**config.mk**
```make
export PLATFORM = sky130hd
export DESIGN_NAME = fpu_div
export DESIGN_NICKNAME = d
export VERILOG_FILES = /design/src/rtl/fpu_lib.sv /design/src/rtl/fpu_div_sig_divider.sv /design/src/rtl/fpu_div.sv
export SDC_FILE = /design/constraint.sdc
export NUM_CORES = 1
export LEC_CHECK = 0
export BUFFER_PORTS_ARGS = -buffer_cell sky130_fd_sc_hd__buf_4
export CELL_PAD_IN_SITES_DETAIL_PLACEMENT = 0
export CELL_PAD_IN_SITES_GLOBAL_PLACEMENT = 1
export CORE_ASPECT_RATIO = 0.5
export CORE_MARGIN = 3
export CORE_UTILIZATION = 40
export DETAILED_ROUTE_END_ITERATION = 12
export MAX_ROUTING_LAYER = met4
export PLACE_DENSITY_LB_ADDON = 0.1
export SLEW_MARGIN = 20
export SYNTH_ARGS = -nofsm -noshare
export SYNTH_HDL_FRONTEND = slang
export SYNTH_SLANG_ARGS = --single-unit
```
**constraint.sdc**
```tcl
create_clock -name clock -period 4.3 [get_ports clock]
set_clock_uncertainty 0.2 [all_clocks]
set_input_delay 0.86 -clock clock [delete_from_list [all_inputs] [get_ports clock]]
set_output_delay 0.86 -clock clock [all_outputs]
set_load 0.01 [all_outputs]
```
**src/rtl/fpu_lib.sv**
```systemverilog
// Shared FPU types: operand format, condition codes, status flags, divider state and canonical NaN.
package fpu_lib;

  typedef struct packed {
    logic       sign;
    logic [4:0] exp;
    logic [9:0] frac;
  } fp16_t;

  typedef struct packed {
    logic z;
    logic c;
    logic n;
    logic v;
  } condCode_t;

  typedef struct packed {
    logic overflow;
    logic underflow;
    logic divByZero;
    logic invalid;
    logic inexact;
  } opStatusFlag_t;

  typedef enum logic [1:0] {
    IDLE   = 2'd0,
    DIVIDE = 2'd1,
    NORM   = 2'd2,
    DONE   = 2'd3
  } divState_t;

  localparam fp16_t CANON_NAN16 = fp16_t'(16'h7E00);

endpackage

```
**src/rtl/fpu_div_sig_divider.sv**
```systemverilog
// Restoring significand divider: one quotient bit per cycle, QW bits, remainder-nonzero for sticky.
module fpu_sig_divider #(
  parameter int unsigned SIGW = 11,
  parameter int unsigned QW   = 13
) (
  input  logic            clock,
  input  logic            reset,
  input  logic            start,
  input  logic [SIGW-1:0] dividend,
  input  logic [SIGW-1:0] divisor,
  output logic            done,
  output logic [QW-1:0]   quotient,
  output logic            remNonZero
);

  localparam int unsigned RW = SIGW + 1;
  localparam int unsigned CW = $clog2(QW);

  logic [RW-1:0] rem;
  logic [RW-1:0] div;
  logic [RW-1:0] curRem;
  logic [RW-1:0] curDiv;
  logic [RW-1:0] diff;
  logic [CW-1:0] count;
  logic          busy;
  logic          ge;

  // The first quotient bit is resolved on the start edge straight from the inputs.
  always_comb begin
    curRem = busy ? rem : RW'(dividend);
    curDiv = busy ? div : RW'(divisor);
    ge     = curRem >= curDiv;
    diff   = ge ? curRem - curDiv : curRem;
  end

  always_ff @(posedge clock) begin
    if (reset) begin
      busy       <= 1'b0;
      done       <= 1'b0;
      rem        <= '0;
      div        <= '0;
      count      <= '0;
      quotient   <= '0;
      remNonZero <= 1'b0;
    end else begin
      done <= 1'b0;
      if (start && !busy) begin
        busy     <= 1'b1;
        div      <= curDiv;
        rem      <= {diff[RW-2:0], 1'b0};
        quotient <= QW'(ge);
        count    <= CW'(1);
      end else if (busy) begin
        rem      <= {diff[RW-2:0], 1'b0};
        quotient <= {quotient[QW-2:0], ge};
        count    <= count + CW'(1);
        if (count == CW'(QW - 1)) begin
          busy       <= 1'b0;
          done       <= 1'b1;
          remNonZero <= diff != '0;
        end
      end
    end
  end

endmodule

```
**src/rtl/fpu_div.sv**
```systemverilog
// Floating-point divider: restoring significand iteration, RNE rounding, flush-to-zero, IEEE specials.
// Build macro FPU_DIV_EARLY_OUT_EN lets special operands skip the iteration and finish on the next edge.
module fpu_div
  import fpu_lib::*;
#(
  parameter type         FP_T  = fp16_t,
  parameter int unsigned FRACW = 10,
  parameter int unsigned EXPW  = 5,
  parameter int unsigned BIAS  = 15
) (
  input  logic          clock,
  input  logic          reset,
  input  logic          start,
  input  FP_T           fpuIn1,
  input  FP_T           fpuIn2,
  output FP_T           fpuOut,
  output logic          done,
  output condCode_t     condCodes,
  output opStatusFlag_t opStatusFlags
);

  localparam int unsigned SIGW = FRACW + 1;
  localparam int unsigned QW   = FRACW + 3;
  localparam int unsigned XW   = EXPW + 2;
  localparam logic signed [XW-1:0] EXP_MAX = XW'((1 << EXPW) - 1);
`ifdef FPU_DIV_EARLY_OUT_EN
  localparam bit EARLY_OUT = 1'b1;
`else
  localparam bit EARLY_OUT = 1'b0;
`endif

  divState_t state, stateNext;
  FP_T op1, op2, src1, src2, resNext;
  condCode_t     ccNext;
  opStatusFlag_t flagsNext;
  logic zero1, zero2, inf1, inf2, nan1, nan2, special, accept, sigStart;
  logic sigDone, sigRemNz, qMsb, guard, rnd, roundUp;
  logic [QW-1:0]          sigQuot;
  logic [SIGW-1:0]        mant;
  logic [SIGW:0]          mantRnd;
  logic signed [XW-1:0]   expRes;

  // In IDLE the live inputs feed the early-out path; afterwards the captured operands are used.
  always_comb begin
    src1     = (state == IDLE) ? fpuIn1 : op1;
    src2     = (state == IDLE) ? fpuIn2 : op2;
    zero1    = src1.exp == '0;
    zero2    = src2.exp == '0;
    inf1     = (&src1.exp) && (src1.frac == '0);
    inf2     = (&src2.exp) && (src2.frac == '0);
    nan1     = (&src1.exp) && (src1.frac != '0);
    nan2     = (&src2.exp) && (src2.frac != '0);
    special  = zero1 | zero2 | inf1 | inf2 | nan1 | nan2;
    accept   = (state == IDLE) && start;
    sigStart = accept && !(EARLY_OUT && special);
  end

  fpu_sig_divider #(.SIGW(SIGW), .QW(QW)) uSigDiv (
    .clock      (clock),
    .reset      (reset),
    .start      (sigStart),
    .dividend   ({1'b1, fpuIn1.frac}),
    .divisor    ({1'b1, fpuIn2.frac}),
    .done       (sigDone),
    .quotient   (sigQuot),
    .remNonZero (sigRemNz)
  );

  // Normalise a quotient in [0.5, 2) and round to nearest even.
  always_comb begin
    qMsb    = sigQuot[QW-1];
    mant    = qMsb ? sigQuot[QW-1:2] : sigQuot[QW-2:1];
    guard   = qMsb ? sigQuot[1] : sigQuot[0];
    rnd     = qMsb & sigQuot[0];
    roundUp = guard & (rnd | sigRemNz | mant[0]);
    mantRnd = {1'b0, mant} + (SIGW+1)'(roundUp);
    expRes  = XW'(src1.exp) + XW'(BIAS) - XW'(src2.exp) - XW'(!qMsb) + XW'(mantRnd[SIGW]);
  end

  always_comb begin
    resNext      = '0;
    flagsNext    = '0;
    resNext.sign = src1.sign ^ src2.sign;
    if (nan1 || nan2 || (zero1 && zero2) || (inf1 && inf2)) begin
      resNext.sign          = 1'b0;
      resNext.exp           = '1;
      resNext.frac[FRACW-1] = 1'b1;
      flagsNext.invalid     = (nan1 && !src1.frac[FRACW-1]) || (nan2 && !src2.frac[FRACW-1])
                              || !(nan1 || nan2);
    end else if (zero2 && !inf1) begin
      resNext.exp         = '1;
      flagsNext.divByZero = 1'b1;
    end else if (inf1) begin
      resNext.exp = '1;
    end else if (zero1 || inf2) begin
      resNext.exp = '0;
    end else begin
      flagsNext.inexact = guard | rnd | sigRemNz;
      if (expRes >= EXP_MAX) begin
        resNext.exp        = '1;
        flagsNext.overflow = 1'b1;
        flagsNext.inexact  = 1'b1;
      end else if (expRes <= $signed(XW'(0))) begin
        flagsNext.underflow = 1'b1;
        flagsNext.inexact   = 1'b1;
      end else begin
        resNext.exp  = EXPW'(expRes);
        resNext.frac = mantRnd[FRACW-1:0];
      end
    end
    ccNext   = '0;
    ccNext.z = (resNext.exp == '0) && (resNext.frac == '0);
    ccNext.n = resNext.sign;
    ccNext.v = flagsNext.overflow;
  end

  always_comb begin
    stateNext = state;
    case (state)
      IDLE:    if (start) stateNext = (EARLY_OUT && special) ? DONE : DIVIDE;
      DIVIDE:  if (sigDone) stateNext = NORM;
      NORM:    stateNext = DONE;
      DONE:    stateNext = IDLE;
      default: stateNext = IDLE;
    endcase
  end

  always_ff @(posedge clock) begin
    if (reset) state <= IDLE;
    else       state <= stateNext;
  end

  // Results are latched only when DONE is entered and held until the next one.
  always_ff @(posedge clock) begin
    if (reset) begin
      op1           <= '0;
      op2           <= '0;
      fpuOut        <= '0;
      done          <= 1'b0;
      condCodes     <= '0;
      opStatusFlags <= '0;
    end else begin
      done <= stateNext == DONE;
      if (accept) begin
        op1 <= fpuIn1;
        op2 <= fpuIn2;
      end
      if (stateNext == DONE && state != DONE) begin
        fpuOut        <= resNext;
        condCodes     <= ccNext;
        opStatusFlags <= flagsNext;
      end
    end
  end

endmodule

```
# --- Word level (Yosys, flattened, before mapping) ---
# Cells that the tools add are included.
word_totals:
  regBits: 100
  latchBits: 0
  ramBits: 0
  romBits: 0
  inputBits: 35
  word_cells: 139
  n_memories: 0
op_classes:
  add_sub_neg: 7
  n_mul: 0
  n_div: 0
  n_lt_le_gt_ge: 3
  n_eq_ne: 6
  n_shift: 0
  mux: 47
  bitwise: 9
  reduce_logical: 41
ops:
  columns: ["op", "n"]
  rows:
  - ["12-bit 2-to-1 mux", 5]
  - ["10-bit 2-to-1 mux", 4]
  - ["16-bit 2-to-1 mux", 2]
  - ["10-bit zero test", 3]
  - ["1-bit 2-to-1 mux", 21]
  - ["5-bit 2-to-1 mux", 4]
  - ["10-bit nonzero test", 2]
  - ["5-bit zero test", 3]
  - ["15-bit 2-to-1 mux", 1]
  - ["1-bit logical AND", 13]
  - ["11-bit by 1-bit adder with 12-bit output", 1]
  - ["12-bit >= comparator", 1]
  - ["12-bit nonzero test", 1]
  - ["12-bit subtractor", 1]
  - ["11-bit 2-to-1 mux", 1]
  - ["2-bit 2-to-1 mux", 5]
  - ["5-bit AND reduction", 2]
  - ["9-bit 2-to-1 mux", 1]
  - ["2-bit case mux with 4 select lines", 1]
  - ["7-bit by 1-bit adder with 7-bit output", 1]
  - ["7-bit by 6-bit >= comparator with 1-bit output (second input constant)", 1]
  - ["7-bit by 1-bit <= comparator with 1-bit output (second input constant)", 1]
  - ["6-bit by 5-bit subtractor with 7-bit output", 1]
  - ["7-bit by 1-bit subtractor with 7-bit output", 1]
  - ["19 further kinds", 36]

# --- Depth between registers and ports, before layout ---
depth:
  depth_word: 15
  depth_mapped: 18
  mapped_depth_nobuf: 16

# --- Modules after synthesis ---
# From an unflattened synthesis, not the netlist that was laid out.
hier_totals:
  hier_cells: 751
  area_unflattened_um2: 6097.1
modules_own_cells:
  columns: ["mod", "n_inst", "cells_each", "area_each_um2", "seq_area_each_um2"]
  rows:
  - ["fpu_div", 1, 442, 3529.6, 1141.1]
  - ["fpu_sig_divider", 1, 309, 2567.5, 860.8]

# --- Worst setup path before layout ---
# No wires, ideal clock.
synth_path:
  kind: "input to register"
  from: "input port fpuIn1[10] (netlist name)"
  to: "register condCodes[3] (netlist name)"
  setup_time_ps: 70
  t_arrival_ps: 4059
  required_time_ps: 4030
  setup_slack_ps: -30
  cell_stages: 15
  path_cell_list: "or3b_1 and2_1 ha_1 fa_1 inv_1 ha_1 inv_1 fa_1 nor2b_1 o21ai_0 nor3b_1 or2_2 or3_1 a211o_1 a21oi_1"
synth_between:
  elab_chain_len: 14
  word_cells_on_any_way: 33
  cone_classes: "add/sub (4); order compare (2); mux (12); reduce/logical (15)"
synth_rtl:
  columns: ["element", "line", "rtl"]
  rows:
  - ["start, declared", "fpu_div.sv:14", "input FP_T fpuIn1,"]
  - ["16-bit 2-to-1 mux (*)", "fpu_div.sv:45", "src1 = (state == IDLE) ? fpuIn1 : op1;"]
  - ["5-bit by 4-bit adder with 6-bit output", "fpu_div.sv:77", "expRes = XW'(src1.exp) + XW'(BIAS) - XW'(src2.exp) - XW'(!qMsb) + XW'(mantRnd[SIGW]);"]
  - ["6-bit by 5-bit subtractor with 7-bit output", "fpu_div.sv:77", null]
  - ["7-bit by 1-bit subtractor with 7-bit output", "fpu_div.sv:77", null]
  - ["7-bit by 1-bit adder with 7-bit output", "fpu_div.sv:77", null]
  - ["7-bit by 1-bit <= comparator with 1-bit output", "fpu_div.sv:103", "end else if (expRes <= $signed(XW'(0))) begin"]
  - ["15-bit 2-to-1 mux", "fpu_div.sv:103", null]
  - ["10-bit 2-to-1 mux / 5-bit 2-to-1 mux (equally long branches)", "fpu_div.sv:99", "if (expRes >= EXP_MAX) begin"]
  - ["10-bit 2-to-1 mux / 5-bit 2-to-1 mux (equally long branches)", "fpu_div.sv:95", "end else if (zero1 || inf2) begin"]
  - ["10-bit 2-to-1 mux / 5-bit 2-to-1 mux (equally long branches)", "fpu_div.sv:93", "end else if (inf1) begin"]
  - ["10-bit 2-to-1 mux / 5-bit 2-to-1 mux (equally long branches)", "fpu_div.sv:90", "end else if (zero2 && !inf1) begin"]
  - ["9-bit 2-to-1 mux / 6-bit 2-to-1 mux (equally long branches)", "fpu_div.sv:84", "if (nan1 || nan2 || (zero1 && zero2) || (inf1 && inf2)) begin"]
  - ["10-bit zero test / 5-bit zero test (equally long branches)", "fpu_div.sv:112", "ccNext.z = (resNext.exp == '0) && (resNext.frac == '0);"]
  - ["1-bit logical AND (*)", "fpu_div.sv:112", null]
  - ["end signal, assigned", "fpu_div.sv:150", "condCodes <= ccNext;"]
  - ["end, declared", "fpu_div.sv:18", "output condCode_t condCodes,"]
# Mark *: on every way between the ends. The rest lies on a longest branch, timed or not.
# A chain may end at the register's enable or synchronous reset.

# --- Worst setup path after layout ---
layout_path:
  from: "register uSigDiv.quotient[12]"
  to: "register fpuOut[4] (netlist name)"
layout_between:
  elab_chain_len: 13
  word_cells_on_any_way: 18
  cone_classes: "add/sub (3); order compare (2); mux (8); bitwise (4); reduce/logical (1)"
layout_rtl:
  columns: ["element", "line", "rtl"]
  rows:
  - ["start, declared", "fpu_div_sig_divider.sv:12", "output logic [QW-1:0] quotient,"]
  - ["start signal, assigned", "fpu_div_sig_divider.sv:51", "quotient <= QW'(ge);"]
  - ["start signal, assigned", "fpu_div_sig_divider.sv:55", "quotient <= {quotient[QW-2:0], ge};"]
  - ["1-bit AND", "fpu_div.sv:74", "rnd = qMsb & sigQuot[0];"]
  - ["1-bit OR (2 in series)", "fpu_div.sv:75", "roundUp = guard & (rnd | sigRemNz | mant[0]);"]
  - ["1-bit AND", "fpu_div.sv:75", null]
  - ["11-bit by 1-bit adder with 12-bit output", "fpu_div.sv:76", "mantRnd = {1'b0, mant} + (SIGW+1)'(roundUp);"]
  - ["7-bit by 1-bit adder with 7-bit output", "fpu_div.sv:77", null]
  - ["7-bit by 1-bit <= comparator with 1-bit output", "fpu_div.sv:103", null]
  - ["15-bit 2-to-1 mux", "fpu_div.sv:103", null]
  - ["10-bit 2-to-1 mux (*)", "fpu_div.sv:99", null]
  - ["10-bit 2-to-1 mux (*)", "fpu_div.sv:95", null]
  - ["10-bit 2-to-1 mux (*)", "fpu_div.sv:93", null]
  - ["10-bit 2-to-1 mux (*)", "fpu_div.sv:90", null]
  - ["9-bit 2-to-1 mux (*)", "fpu_div.sv:84", null]
  - ["end signal, assigned", "fpu_div.sv:149", "fpuOut <= resNext;"]
  - ["end, declared", "fpu_div.sv:16", "output FP_T fpuOut,"]
# Marked as above.

==> metrics <==
status=complete, no violations; post-synth design cell area=5810 µm²; Fmax=239 MHz; Tcrit/Tclk final=97.3%; sw frac=32.3%; IO Pins=61; Worst-Margin Slew=0.803 ns; maximum vdd drop=171 µV; clk slew on worst S/H paths=0.08 ns; HPWL after DPL=11.6 mm; pin count of the biggest net entering global routing=46; Worst path max stage delay=0.53 ns; Pint=0.00169 W; most frequent cells in the layout=nand2_1, dfxtp_1, buf_4; CTS H-tree lvls=3; clock share of power=31.0%; max-cap check violation count=0; Critical-path top delay cell=fa_2; via density per instance=5.32; die area=16100 µm²; fraction of registers with async set/reset=0%; Seq/Total Area, Yosys=34.5%; antenna violations before repair=0; min cycle time layout=4.18 ns; CTS tree=yes; Total Power=0.00250 W; # rows=30; FF+latch count, synth=100; syn avg cell area=8.07 µm²; final instance area=6930 µm²; Logic pwr share=28.8%; area of the core=13900 µm²; critical-path cell list=nand2b_4, a2111o_1, a2111oi_4, o2111ai_2, fa_2, inv_2, ha_4, inv_1, fa_2, nand2_1, or3_4, o21a_1, and4_4, and3_2, a22o_1; number of flops mapped to enable cells by yosys=0; dominant synthesized flop cell=dfxtp_1; WL/cell=15.9 µm; cell area after placement=6560 µm²; headroom to the max-slew limit=46.3%; Routed Antenna Nets=0; Die H=91.2 µm; Reg power frac=40.2%; Num CTS Buffers=9; yosys warns=0; CP dominant cell by count=fa_2; Iteration-0 DRC Markers=391; max-slew violations=0; Leak=2.84 nW; Setup Crit Path Kind=reg2reg; CP Capture Type=register; startpoint type of the worst setup path=register; nets=849; hold_buf cts=0; Synth Net Count=785; layout cells sized above 1=19.4%; # diodes=0; Detailed Routing Iterations Pass 1=5; die extent in x=176 µm; gpl congestion=0.908; area delta synth->final=19.4%; clk sinks=100; Critical Path AT=4.23 ns; vias in the first global route=4670; Clk Latency, worst-skew pair=0.35 ns; Power Density=360 nW/µm²; Synth cell types=68; Critical Path RT=4.35 ns; HP Class=reg2reg; first-pass GRT wire length=24.8 mm; Bufs on Longest Clock Path=2; Fill cells=1335; drt drc=0; IO Port Bufs=59; Finish-stage setup viols=0; largest fanout on the critical path=4; switching pwr=0.000807 W; WL final=15.6 mm; all-layer global routing usage=19.7%; Initial Utilization=41.9%; gr ovfl total=0; final hold vios=0; FF-to-FF setup slack=0.12 ns; Root Buffer=clkbuf_16; most common cell after layout, fill and taps aside=nand2_1; vias post-DR=5216; Gate Count Post-Synth=720
kinds of logic after synthesis:
group	synth area share [%]
and+or+nand+nor	23.8
AOI/OAI and AO/OA	18.9
DFF	34.5
buffers and inverters	5.11
muxes	8.88
adders and majority gates	6.98
xor gates and xnor gates	1.81
other	0.0646
critical path, delay by kind of cell, from the launching register on:
kind / cells / cell delay, ns
AOI/OAI and AO/OA: 5 / 1.46
buffers and inverters: 2 / 0.11
adders and majority gates: 3 / 1.04
DFF: 1 / 0.34
and+or+nand+nor: 5 / 0.93
path summary, 6_finish.rpt:
| path | start | end | cells after the start |
|---|---|---|---|
| hold / removal | uSigDiv.div[11] | uSigDiv.div[11] | 2 |
| setup reg to reg | uSigDiv.quotient[12] | fpuOut[4] | 15 |
| hold reg to reg | uSigDiv.div[11] | uSigDiv.div[11] | 2 |
| setup / recovery | uSigDiv.quotient[12] | fpuOut[4] | 15 |
area by class of cell:
cell class                 count  area (µm²)  area share [%]
inverter                      29         109            1.57
timing repair buffer          94         706            10.2
tap                          192         240            3.47
clock inverter                 6        48.8           0.704
sequential                   100        2010            28.9
multi-input combinational    550        3590            51.8
clock buffer                  10         229            3.30
layer usage:
metal	vias to the layer above	part of all wire [%]	global-route usage (%)
met5	-	0	-
met4	0	0.71	3.33
met3	11	3.5	3.63
met2	90	42	28.1
met1	2433	53	29.2
li1	2682	-	-
per-stage QoR:
stage	cells	TNS [ns]	util, %	worst slack (ns)	hold slack [ns]
after floorplan	720	-0.000234	-	-0.000234	0.208
after global placement	962	-2.93	47.4	-0.299	0.217
after detailed placement	962	-3.04	47.4	-0.307	0.236
after CTS	978	0	49.4	0.0810	0.247
after global routing	981	-0.222	50.0	-0.0347	0.268
final	981	0	50.0	0.115	0.248
power by group through the flow:
| stage | registers (W) | clock network (W) | logic (W) |
|---|---|---|---|
| final | 0.00100 | 0.000774 | 0.000720 |
| after global routing | 0.00101 | 0.000842 | 0.000803 |
| after detailed placement | 0.00102 | 0 | 0.000691 |
| after CTS | 0.00100 | 0.000796 | 0.000696 |
| after global placement | 0.00102 | 0 | 0.000698 |
| after floorplan | 0.00101 | 0 | 0.000492 |
cells in the mapped netlist (3+ instances only):
| cell type | number | share of area, % |
|---|---|---|
| nand2_1 | 125 | 8.1 |
| dfxtp_1 | 100 | 34 |
| a21oi_1 | 65 | 5.6 |
| nor2_1 | 63 | 4.1 |
| mux2i_1 | 38 | 6.6 |
| clkbuf_1 | 31 | 2.0 |
| inv_1 | 28 | 1.8 |
| ha_1 | 26 | 5.6 |
| a211oi_1 | 19 | 2.5 |
| o21ai_0 | 18 | 1.6 |
| nor3_1 | 13 | 1.1 |
| mux2_2 | 12 | 2.3 |
| nand2b_1 | 12 | 1.3 |
| and3_1 | 10 | 1.1 |
| nand3_1 | 9 | 0.78 |
| nor4_1 | 9 | 0.97 |
| nor2b_1 | 8 | 0.86 |
| nand4_1 | 7 | 0.75 |
| o21a_1 | 7 | 0.90 |
| or3_1 | 7 | 0.75 |
| a22o_1 | 6 | 0.90 |
| and2_1 | 6 | 0.65 |
| and4_1 | 6 | 0.90 |
| xnor2_1 | 6 | 0.90 |
| xor2_1 | 6 | 0.90 |
| a311oi_1 | 4 | 0.60 |
| a32o_1 | 4 | 0.69 |
| fa_1 | 4 | 1.4 |
| nor3b_1 | 4 | 0.52 |
| o31ai_1 | 4 | 0.52 |
| or2_2 | 4 | 0.43 |
| a2111oi_0 | 3 | 0.45 |
| a211o_1 | 3 | 0.45 |
| a21boi_0 | 3 | 0.39 |
| a21o_1 | 3 | 0.39 |
| a31oi_1 | 3 | 0.32 |
| buf_1 | 3 | 0.19 |
| buf_2 | 3 | 0.26 |
| buf_4 | 3 | 0.39 |
registers in the layout (all words and copies together), names as in the netlist:
name	count
op1	16
op2	16
fpuOut	15
uSigDiv.quotient	13
uSigDiv.div	12
uSigDiv.rem	11
opStatusFlags	5
uSigDiv.count	4
condCodes	2
state	2
done	1
uSigDiv.busy	1
uSigDiv.done	1
uSigDiv.remNonZero	1
what timing repair did:
action | CTS | global route
gates cloned | 0 | 1
buffers inserted | 0 | 2
pin swaps | 0 | 10
setup endpoints to repair | 1 | 12
gates resized for setup | 1 | 17
(Power assumes the default switching activity.)
